==> src/rtl/tx_core_pkg.sv <==
`default_nettype none
// ============================================================================
//  Module      : tx_core_pkg
//  Description : Shared helpers for the serial transmitter core: counter
//                width sizing and serial line levels.
//  Revision    : 1.0 - initial release
// ============================================================================
package tx_core_pkg;

    // Counter width able to hold 0..n-1, never narrower than one bit.
    function automatic int cnt_width(input int n);
        return (n > 1) ? $clog2(n) : 1;
    endfunction

    localparam logic c_LINE_IDLE  = 1'b1;
    localparam logic c_LINE_START = 1'b0;
    localparam logic c_LINE_STOP  = 1'b1;

endpackage
`default_nettype wire

==> src/rtl/tx_core.sv <==
`default_nettype none
// ============================================================================
//  Module      : tx_core
//  Description : Oversampled serial transmitter. Sends start bit, WIDTH data
//                bits LSB first and a stop bit, each lasting SAMPLING_TICKS
//                baud_tick pulses. Line and busy flag are registered.
//  Revision    : 1.0 - initial release
// ============================================================================
module tx_core #(
    parameter int WIDTH          = 8,
    parameter int SAMPLING_TICKS = 16
) (
    input  logic             clk,
    input  logic             rst_n,
    input  logic [WIDTH-1:0] tx_data_in,
    input  logic             tx_start,
    input  logic             baud_tick,
    output logic             tx,
    output logic             tx_busy
);
    import tx_core_pkg::*;

    localparam int c_TICK_W = cnt_width(SAMPLING_TICKS);
    localparam int c_BIT_W  = cnt_width(WIDTH);

    localparam logic [c_TICK_W-1:0] c_TICK_LAST = c_TICK_W'(SAMPLING_TICKS - 1);
    localparam logic [c_BIT_W-1:0]  c_BIT_LAST  = c_BIT_W'(WIDTH - 1);

    localparam logic [1:0] c_ST_IDLE  = 2'd0;
    localparam logic [1:0] c_ST_START = 2'd1;
    localparam logic [1:0] c_ST_DATA  = 2'd2;
    localparam logic [1:0] c_ST_STOP  = 2'd3;

    typedef enum logic [1:0] {
        IDLE  = c_ST_IDLE,
        START = c_ST_START,
        DATA  = c_ST_DATA,
        STOP  = c_ST_STOP
    } state_t;

    state_t              r_state,    w_state_nxt;
    logic [WIDTH-1:0]    shift_reg,  w_shift_nxt;
    logic [c_TICK_W-1:0] r_tick_cnt, w_tick_nxt;
    logic [c_BIT_W-1:0]  r_bit_cnt,  w_bit_nxt;
    logic                r_tx,       w_tx_nxt;
    logic                r_busy,     w_busy_nxt;

    logic [WIDTH-1:0]    w_shifted;
    logic                w_tick_last;

    assign w_shifted   = shift_reg >> 1;
    assign w_tick_last = (r_tick_cnt == c_TICK_LAST);

    assign tx      = r_tx;
    assign tx_busy = r_busy;

    // State, datapath and output registers; reset clears everything at once.
    always_ff @(posedge clk or negedge rst_n) begin
        if (!rst_n) begin
            r_state    <= IDLE;
            shift_reg  <= '0;
            r_tick_cnt <= '0;
            r_bit_cnt  <= '0;
            r_tx       <= c_LINE_IDLE;
            r_busy     <= 1'b0;
        end else begin
            r_state    <= w_state_nxt;
            shift_reg  <= w_shift_nxt;
            r_tick_cnt <= w_tick_nxt;
            r_bit_cnt  <= w_bit_nxt;
            r_tx       <= w_tx_nxt;
            r_busy     <= w_busy_nxt;
        end
    end

    // Next-state logic; the line value is computed one edge early so tx
    // changes on the same edge as the state it belongs to.
    always_comb begin
        w_state_nxt = r_state;
        w_shift_nxt = shift_reg;
        w_tick_nxt  = r_tick_cnt;
        w_bit_nxt   = r_bit_cnt;
        w_tx_nxt    = r_tx;
        w_busy_nxt  = r_busy;

        case (r_state)
            IDLE: begin
                w_tx_nxt   = c_LINE_IDLE;
                w_busy_nxt = 1'b0;
                if (tx_start) begin
                    w_shift_nxt = tx_data_in;
                    w_tick_nxt  = '0;
                    w_bit_nxt   = '0;
                    w_state_nxt = START;
                    w_tx_nxt    = c_LINE_START;
                    w_busy_nxt  = 1'b1;
                end
            end

            START: begin
                if (baud_tick) begin
                    if (w_tick_last) begin
                        w_tick_nxt  = '0;
                        w_state_nxt = DATA;
                        w_tx_nxt    = shift_reg[0];
                    end else begin
                        w_tick_nxt = r_tick_cnt + 1'b1;
                    end
                end
            end

            DATA: begin
                if (baud_tick) begin
                    if (w_tick_last) begin
                        w_tick_nxt  = '0;
                        w_shift_nxt = w_shifted;
                        if (r_bit_cnt == c_BIT_LAST) begin
                            // Bit counter parks at its terminal value.
                            w_state_nxt = STOP;
                            w_tx_nxt    = c_LINE_STOP;
                        end else begin
                            w_bit_nxt = r_bit_cnt + 1'b1;
                            w_tx_nxt  = w_shifted[0];
                        end
                    end else begin
                        w_tick_nxt = r_tick_cnt + 1'b1;
                    end
                end
            end

            STOP: begin
                if (baud_tick) begin
                    if (w_tick_last) begin
                        w_tick_nxt  = '0;
                        w_state_nxt = IDLE;
                        w_tx_nxt    = c_LINE_IDLE;
                        w_busy_nxt  = 1'b0;
                    end else begin
                        w_tick_nxt = r_tick_cnt + 1'b1;
                    end
                end
            end

            default: begin
                w_state_nxt = IDLE;
                w_tx_nxt    = c_LINE_IDLE;
                w_busy_nxt  = 1'b0;
            end
        endcase
    end

endmodule
`default_nettype wire

==> config.mk <==
export PLATFORM = sky130hd
export DESIGN_NAME = tx_core
export DESIGN_NICKNAME = d
export VERILOG_FILES = /design/src/rtl/tx_core_pkg.sv /design/src/rtl/tx_core.sv
export SDC_FILE = /design/constraint.sdc
export NUM_CORES = 1
export LEC_CHECK = 0
export CAP_MARGIN = 0
export CORE_ASPECT_RATIO = 2
export CORE_UTILIZATION = 40
export DETAILED_ROUTE_END_ITERATION = 16
export GPL_TIMING_DRIVEN = 0
export SYNTH_ARGS = -nofsm -noshare
export SYNTH_HDL_FRONTEND = slang
export SYNTH_SLANG_ARGS = --single-unit
==> constraint.sdc <==
create_clock -name clk -period 1.9 [get_ports clk]
set_input_delay 0.285 -clock clk [delete_from_list [all_inputs] [get_ports clk]]
set_output_delay 0.285 -clock clk [all_outputs]
set_load 0.02 [all_outputs]
==> results.txt <==
Area of the multi-input gates = 677 um^2
GRT Overall Usage = 19.1%
Routability congestion estimate = 0.708
Tot Pwr = 2.23 mW
Fill cells = 266
Post-Route WL = 2750 um
Placed cell area = 1340 um^2
Yosys cell types = 37
Final worst-path setup slack = 56.6 ps
Final slew viol count = 0
Largest net degree at the start of global routing = 20
Required @ worst endpoint = 2040 ps
CTS Root Cell = clkbuf_8
Clock transition at the registers of the reported paths = 80 ps
Most common cell after layout, fill and taps aside = dfrtp_1
Longest Clk Path Bufs = 2
First-pass GRT wire length = 4410 um
CP Max Fanout = 3
Initial DRT Pass Iterations = 4
Die Ht = 78.9 um
Most frequent cells in the layout = dfrtp_1 (18), clkdlybuf4s50_1 (12), o22ai_1 (9)
Diodes inserted = 0
Routed Antenna Nets = 0
TritonCTS clock tree = done
Syn Inst Count = 119
Startpoint types = flip-flop
Crit path DAT = 1980 ps
Clock tree sinks = 19
Layout cells sized above 1 = 17.3%
Setup TNS = 0 ps
Max reg flops = 8
Rows = 27
Worst Setup Path Type = flip-flop to flip-flop
Post-Place Worst Slack = -140 ps
Maximum Capacitance Violations = 0
Top cell family by delay on the critical path = simple AND/OR/NAND/NOR gates
WL/cell = 16.3 um
Transition time of the tightest slew-check pin = 865 ps
Period utilization = 97.0%
Seq/Total Area, Yosys = 40.3%
Layout area overhead = 22.9%
Async SR Flop Fraction = 100%
Vias in the first global route = 976
Worst path slowest cell = or3_4
Peak VDD IR = 642 uV
Ys Warns = 0
Num CTS Buffers = 3
Period minus WS final = 1840 ps
Slew Limit Headroom = 42.2%
Post-route cell area = 1460 um^2
Worst path bufs/invs = 1
Clock Skews = 6.69 ps
CP Capture Type = flip-flop
DR vias = 1,028
Max Clock Freq = 542 MHz
Skew-Pair Late Insertion Delay = 260 ps
Slowest stage delay, CP = 400 ps
Grt ovf = 0
EDFF count, synth = 0
IO Port Bufs = 12
Drt via density = 6.12
RSZ-0062 raised after global routing = no
Worst hold-check path type = input port to flip-flop
CORE AREA = 2770 um^2
Initial antenna violation count = 0
Dominant synthesized flop cell = dfrtp_1
Crit-path cells = buf_4 -> ha_1 -> or3_4 -> a221oi_4 -> mux2_4
Pleak = 0.632 nW
Final design utilization = 52.5%
Final hold vios = 0
Status = completed
# H-tree levels = 1
Register area = 477 um^2
Hold buffers post-CTS = 0
Syn_area_per_cell = 9.95 um^2
Post-synthesis register bit count = 19
Die ar. = 3190 um^2
Final routed DRC violation total = 0
Pwr dens = 1540 nW/um^2
Final setup viols = 0
Ports = 14
Initial Util = 42.7%
1st-iter DRT viols = 26
Syn Nets = 138
Die W = 40.5 um
Synthesized area = 1180 um^2
Nets = 159
DP HPWL = 1920 um
==> layout make-up <==
class / count / share of cell area (%)
Buffer: 10 / 3.18
Clock buffer: 3 / 2.84
Clock inverter: 1 / 0.344
Inverter: 6 / 1.55
Multi-Input combinational cell: 84 / 46.5
Sequential cell: 19 / 32.8
Tap cell: 29 / 2.49
Timing Repair Buffer: 16 / 10.3
==> metal layers <==
layer  track usage [%]  share of wire, %  vias to the layer above
li1                  -                 -                      501
met1              24.5                43                      502
met2              31.1                53                       23
met3              2.23               3.1                        2
met4              7.00              0.84                        0
met5                 0                 0                        -
==> synthesized netlist by cell type (all sizes together) (2+ instances only) <==
cell | n | area (um^2)
dfrtp | 18 | 450
o22ai | 9 | 56.3
a21oi | 7 | 35.0
ha | 7 | 87.6
nand2 | 7 | 26.3
a41o | 6 | 60.1
buf | 6 | 28.8
inv | 6 | 22.5
o31ai | 6 | 45.0
o21ai | 5 | 25.0
clkbuf | 4 | 15.0
mux2i | 3 | 30.0
nand2b | 3 | 18.8
nand3 | 3 | 15.0
o211ai | 3 | 22.5
o311ai | 3 | 26.3
a31o | 2 | 17.5
and3 | 2 | 12.5
mux2 | 2 | 22.5
nand3b | 2 | 15.0
==> per-stage QoR <==
| step | cells | hold slack (ps) |
|---|---|---|
| finish | 168 | 332 |
| global placement | 160 | 503 |
| global route | 168 | 370 |
| floorplan | 119 | -10.6 |
| CTS | 165 | 315 |
| detailed placement | 160 | 506 |
==> power breakdown <==
part | total (mW) | internal, mW | switching (mW)
Clock | 0.284 | 0.146 | 0.139
Combinational | 1.24 | 0.577 | 0.662
Sequential | 0.711 | 0.581 | 0.130
==> cells by family (layout without fill, tap and decap cells) <==
group / count (synthesis) / count (layout) / synth area share (%)
flops: 19 / 19 / 40.3
compound gates: 48 / 48 / 30.0
fa+ha+maj: 7 / 7 / 7.40
buf+inv: 16 / 36 / 5.60
simple gates: 23 / 23 / 11.5
xor+xnor: 1 / 1 / 0.740
mux: 5 / 5 / 4.44
==> final timing paths <==
kind                       slack [ps]       endpoint  depth (start not counted)        from
max                                60     r_state[1]                          5  r_state[0]
min                               330  r_tick_cnt[0]                          2    tx_start
max reg2reg                        60     r_state[1]                          5  r_state[0]
min reg2reg                       510             tx                          1          tx
max in group asynchronous         850   r_bit_cnt[0]                          1       rst_n
min in group asynchronous         520  r_tick_cnt[3]                          1       rst_n
==> what timing repair did <==
action,CTS,global route
resized for setup,4,4
gates cloned,0,0
pin swaps,0,2
setup buffers,1,3
setup endpoints to repair,12,11
No activity file was read; power rests on OpenSTA's default activity.
